### config.mk
export PLATFORM = sky130hd
export DESIGN_NAME = adder_sched
export DESIGN_NICKNAME = d
export VERILOG_FILES = /design/src/rtl/adder_pkg.sv /design/src/rtl/BigAdder.sv /design/src/rtl/adder_sched.sv
export SDC_FILE = /design/constraint.sdc
export NUM_CORES = 1
export LEC_CHECK = 0
export BUFFER_PORTS_ARGS = -buffer_cell sky130_fd_sc_hd__buf_2
export CAP_MARGIN = 0
export CORE_ASPECT_RATIO = 1.1
export CORE_UTILIZATION = 30
export CTS_CLUSTER_SIZE = 20
export DETAILED_ROUTE_END_ITERATION = 8
export PLACE_DENSITY = 0.64
export SYNTH_ARGS = -nofsm -noshare
export SYNTH_HDL_FRONTEND = slang
export SYNTH_SLANG_ARGS = --single-unit
### constraint.sdc
create_clock -name clk -period 10.4 [get_ports clk]
set_input_delay 1.56 -clock clk [delete_from_list [all_inputs] [get_ports clk]]
set_output_delay 1.56 -clock clk [all_outputs]
set_load 0.03 [all_outputs]
### src/rtl/adder_pkg.sv
// Shared constants and types for the shared-adder scheduling slice.
package adder_pkg;

  localparam int unsigned ADD_W       = 16;
  localparam int unsigned NUM_REQ_DEF = 4;

  typedef enum logic [1:0] {
    EMPTY = 2'd0,
    FULL  = 2'd1
  } slot_state_e;

endpackage

### src/rtl/BigAdder.sv
// Shared 16-bit ripple-carry adder; c_out exposes every stage carry, So the sum.
module BigAdder
  import adder_pkg::*;
(
  input  logic [ADD_W-1:0] a_in,
  input  logic [ADD_W-1:0] b_in,
  output logic [ADD_W-1:0] c_out,
  output logic [ADD_W-1:0] So
);

  always_comb begin : p_ripple
    logic cy;
    cy    = 1'b0;
    c_out = '0;
    So    = '0;
    for (int unsigned i = 0; i < ADD_W; i++) begin
      So[i]    = a_in[i] ^ b_in[i] ^ cy;
      cy       = (a_in[i] & b_in[i]) | (cy & (a_in[i] ^ b_in[i]));
      c_out[i] = cy;
    end
  end

endmodule

### src/rtl/adder_sched.sv
// Round-robin scheduler sharing one BigAdder among NUM_REQ requesters,
// with a single result slot that can drain and reload in the same cycle.
module adder_sched
  import adder_pkg::*;
#(
  parameter int unsigned NUM_REQ = NUM_REQ_DEF,
  parameter int unsigned W       = ADD_W,
  parameter int unsigned IDW     = $clog2(NUM_REQ)
) (
  input  logic                 clk,
  input  logic                 rst_n,
  input  logic [NUM_REQ-1:0]   req_valid,
  input  logic [NUM_REQ*W-1:0] req_a,
  input  logic [NUM_REQ*W-1:0] req_b,
  output logic [NUM_REQ-1:0]   req_ready,
  output logic                 rsp_valid,
  input  logic                 rsp_ready,
  output logic [IDW-1:0]       rsp_id,
  output logic [W-1:0]         rsp_sum,
  output logic                 rsp_cout,
  output logic                 busy
);

  slot_state_e        r_state;
  logic [IDW-1:0]     r_rr_ptr;
  logic [IDW-1:0]     r_id;
  logic [W-1:0]       r_sum;
  logic               r_cout;

  logic               w_any;
  logic               w_can_load;
  logic               w_accept;
  logic [IDW-1:0]     w_gnt;
  logic [IDW-1:0]     w_ptr_nxt;
  logic [NUM_REQ-1:0] w_ready;
  logic [W-1:0]       w_a;
  logic [W-1:0]       w_b;
  logic [W-1:0]       w_so;
  logic               w_cout;
  logic [W-2:0]       w_carry_unused;

  // First valid requester scanning upward from ptr, wrapping; MSB = found.
  function automatic logic [IDW:0] f_rr_pick(input logic [NUM_REQ-1:0] valid,
                                             input logic [IDW-1:0]     ptr);
    logic           found;
    logic [IDW-1:0] idx;
    found = 1'b0;
    idx   = '0;
    for (int unsigned k = 0; k < NUM_REQ; k++) begin
      logic [IDW-1:0] cand;
      cand = IDW'((32'(ptr) + k) % NUM_REQ);
      if (!found && valid[cand]) begin
        found = 1'b1;
        idx   = cand;
      end
    end
    return {found, idx};
  endfunction

  always_comb begin
    {w_any, w_gnt} = f_rr_pick(req_valid, r_rr_ptr);
    w_can_load     = (r_state == EMPTY) || rsp_ready;
    w_ready        = '0;
    // No grant may escape while reset is held, even though the slot reads EMPTY.
    if (rst_n && w_can_load && w_any) begin
      w_ready[w_gnt] = 1'b1;
    end
    w_accept = |w_ready;
    w_a      = '0;
    w_b      = '0;
    if (w_accept) begin
      w_a = req_a[w_gnt*W +: W];
      w_b = req_b[w_gnt*W +: W];
    end
    w_ptr_nxt = (w_gnt == IDW'(NUM_REQ - 1)) ? '0 : w_gnt + IDW'(1);
  end

  BigAdder u_add (
    .a_in  (w_a),
    .b_in  (w_b),
    .c_out ({w_cout, w_carry_unused}),
    .So    (w_so)
  );

  // Result slot: accept overrides drain so a reload keeps rsp_valid high.
  always_ff @(posedge clk or negedge rst_n) begin
    if (!rst_n) begin
      r_state  <= EMPTY;
      r_rr_ptr <= '0;
      r_id     <= '0;
      r_sum    <= '0;
      r_cout   <= 1'b0;
    end else if (w_accept) begin
      r_state  <= FULL;
      r_rr_ptr <= w_ptr_nxt;
      r_id     <= w_gnt;
      r_sum    <= w_so;
      r_cout   <= w_cout;
    end else if ((r_state == FULL) && rsp_ready) begin
      r_state  <= EMPTY;
    end
  end

  assign req_ready = w_ready;
  assign rsp_valid = (r_state == FULL);
  assign rsp_id    = r_id;
  assign rsp_sum   = r_sum;
  assign rsp_cout  = r_cout;
  assign busy      = rst_n && (rsp_valid || (|req_valid));

endmodule

==> key figures <==
Status
  – Status: complete, no violations

Floorplanning
  – Core footprint: about 8500 µm²
  – I/O pin count: 160
  – Site Rows: 35
  – Die footprint: between 9000 and 10000 µm²
  – Die height: roughly 100 µm
  – Die W: 91.64 µm
  – Starting Density: 0.3121

Critical path
  – Max FO, Critical Path: 24
  – Most frequent CP cell: fa_1
  – Worst EP arrival: approximately 9.5 ns
  – Nature of the critical path startpoint: input port
  – Worst EP required: approximately 11 ns
  – Reg2Reg Setup Slack: 2.11 ns
  – Crit path largest cell delay: approximately 0.49 ns
  – Reg2reg end: rsp_sum[15]$_DFFE_PN0P_
  – Slowest CP cell: fa_1
  – Reg2Reg Depth: 26
  – CP Class: input port to flip-flop
  – Reg2reg start: r_rr_ptr[1]$_DFFE_PN0P_
  – Setup crit end kind: flip-flop

Logic synthesis
  – Cell count after synthesis: 302
  – Post-synth EDFFs: 0
  – Synth Flop Type: dfrtp_1
  – Synth Net Count: 455
  – Area leader, netlist: dfrtp_1
  – Mapped Avg Cell Area: 8.779 µm²
  – Synth Register Bits: 22
  – Synth unique cells: 34
  – Synthesized area: between 2000 and 3000 µm²
  – Sequential-to-total area share from yosys stat: 0.2076
  – Async set-reset flop share out of synthesis: 1.000
  – Synth warn: 0
  – Synth top area cells: dfrtp_1 (21%), fa_1 (11%), a311o_1 (11%), a211oi_2 (9.9%), and3_1 (7.8%)
  – Top cell type's share of synthesized area: 0.2076

Place
  – Port bufs: roughly 160
  – Hpwl dp: between 6000 and 7000 µm
  – Placed Cells: about 540
  – Gpl congestion: about 0.82

Timing
  – Fmax achieved: about 110 MHz
  – Final clock skew: roughly 0.0024 ns
  – Least-Margin Pin Slew: between 0.5 and 0.6 ns
  – Setup violators final: 0
  – Min Tclk post-route: 9.322 ns
  – Final hold violations: 0
  – Final Slew Violations: 0
  – Crit share post-route: 0.8963
  – Unrepaired setup endpoints after global routing: false
  – Rel. slew slack: 0.6139
  – Setup TNS: 0 ns

Power
  – Leak: around 0.0016 µW
  – Max IR drop VDD: between 0.00009 and 0.0001 V
  – Clk pwr share: 0.074
  – Overall power: approximately 720 µW
  – Seq pwr share: 0.192
  – Combinational power share: 0.735
  – Internal power: about 340 µW
  – Switching power of the nets: 379.9 µW
  – Sw frac: 0.5313
  – Pwr/cell area: 207.0 nW/µm²

GRT
  – First-pass GRT wire length: approximately 13000 µm
  – Antenna violations before repair: 0
  – Tot GR Track Use: 0.1783
  – Number of global-route vias before repair: 2658
  – GRT overflow: 0
  – Largest net degree at the start of global routing: 66

Min path
  – Min-Delay Path Depth: 2
  – Hold Startpoint: rsp_sum[14]$_DFFE_PN0P_
  – Worst Hold Path EP: rsp_sum[14]$_DFFE_PN0P_
  – Min-Delay Path Class: flip-flop to flip-flop

CTS
  – Clk pin slew, worst setup/hold paths: around 0.080 ns
  – # resized after CTS: 0
  – Clock Latency Late Sink: approximately 0.26 ns
  – TritonCTS Sinks: 22
  – TritonCTS clock tree: done
  – CTS H-tree depth: 1
  – Hold_buf cts: 0
  – CTS Buffer Depth: 2
  – Number of buffers created by CTS: 3
  – Post-CTS Setup Inserts: 0
  – Root Buffer: clkbuf_8

Drt
  – First-pass DRT Iterations: 4
  – Final wirelength: 8426 µm
  – Post-DR vias/cell: between 5 and 6
  – Final ANT Viol Nets: 0
  – Via count: around 2800
  – # DRC: 0
  – Iter 0 DRT Violations: roughly 140
  – Wire per inst: 15.46 µm

Final layout
  – NumNets Final: approximately 590
  – ANT cells: 0
  – Fraction of layout cells with a size suffix above 1: 0.4608
  – Non-Filler Instances: around 550
  – Area Growth Syn to Fin: 30.25%

Flow run
  – Max_cap viols: 0
synth_stat cells (all sizes together) (2+ instances only):
library cell and count:
mux2i 2, and3 33, a21oi 2, buf 30, nand3 33, dfrtp 22
inv 4, fa 15, nor3 3, a311oi 4, ha 3, mux2 3
clkbuf 6, o21ai 16, and2 2, a211oi 32, nand2 51, nand2b 2
nor2b 2, nor2 3, a311o 28
power by group through the flow:
stage / sequential (µW) / clock [µW] / combinational, µW
final: 137 / 52.6 / 525
after CTS: 138 / 55.7 / 533
after global routing: 142 / 59.3 / 580
after global placement: 139 / 0 / 523
after detailed placement: 139 / 0 / 531
after floorplan: 192 / 0 / 359
layout by cell type, fill, tap and decap left out, types with 3 or more instances in the layout:
cell type  netlist  final
dfrtp_1         22     22
clkbuf_8         0      3
ha_1             3      3
nor2_1           3      3
a311o_1         28     28
nand2_1         50     50
and3_1          33     33
fa_1            15     15
mux2_4           3      3
inv_1            4      4
o21ai_0         16     16
nand3_1         32     32
a211oi_2        21     21
a211oi_1        11     11
buf_2           18    159
buf_4            4      6
a311oi_1         4      4
final cells by class:
type                       instances  area [µm²]
fill                             932        5042
multi-input combinational        240        1867
timing repair buffer             165       840.8
sequential                        22       550.5
tap                              111       138.9
clock buffer                       3       41.29
inverter                           4       15.01
per-layer routing:
layer  vias to the layer above  track usage  share of wire
met3                        12      0.01735          0.045
met1                      1307       0.2497           0.46
li1                       1397            -              -
met4                         0      0.05128          0.019
met5                         -            0              0
met2                        90       0.2921           0.48
flip-flops by register name (all words and copies together) (netlist names):
name / flops
r_rr_ptr: 2
rsp_cout: 1
rsp_sum: 16
rsp_id: 2
r_state: 1
cells by family after synthesis:
| logic type | Yosys count | synth area share |
|---|---|---|
| and+or+nand+nor | 130 | 0.2454 |
| adders and majority gates | 18 | 0.1274 |
| muxes | 5 | 0.02454 |
| buffers and inverters | 40 | 0.09391 |
| AOI/OAI and AO/OA | 87 | 0.3011 |
| DFF | 22 | 0.2076 |
how the worst max path moves through the flow:
stage                     slack [ns]         start                 endpoint  depth (start not counted)
final                           1.08  req_valid[2]  rsp_sum[15]$_DFFE_PN0P_                         27
after global routing            0.66  req_valid[2]  rsp_sum[15]$_DFFE_PN0P_                         27
after CTS                       1.07  req_valid[2]  rsp_sum[15]$_DFFE_PN0P_                         27
after detailed placement        0.79  req_valid[2]  rsp_sum[15]$_DFFE_PN0P_                         27
after global placement          0.97  req_valid[2]  rsp_sum[15]$_DFFE_PN0P_                         27
after floorplan                 1.19  req_valid[2]  rsp_sum[15]$_DFFE_PN0P_                         30
stage by stage:
stage               cell area (µm²)    util  worst slack (ns)  hold WS [ns]
floorplan                      2651       -             1.190        0.5354
global placement               3412  0.4016            0.9725        0.4599
detailed placement             3412  0.4016            0.7866        0.4662
CTS                            3453  0.4065             1.074        0.4854
global route                   3453  0.4065            0.6561        0.5071
finish                         3453  0.4065             1.078        0.4776
worst max-delay path, delay by kind of cell:
| family | cells | cell delay, ns |
|---|---|---|
| AO/OA/AOI/OAI | 4 | 0.84 |
| adder cells (fa/ha/maj) | 17 | 6.16 |
| buffers and inverters | 3 | 0.41 |
| AND/OR/NAND/NOR | 3 | 0.47 |
No activity file was read; power rests on OpenSTA's default activity.
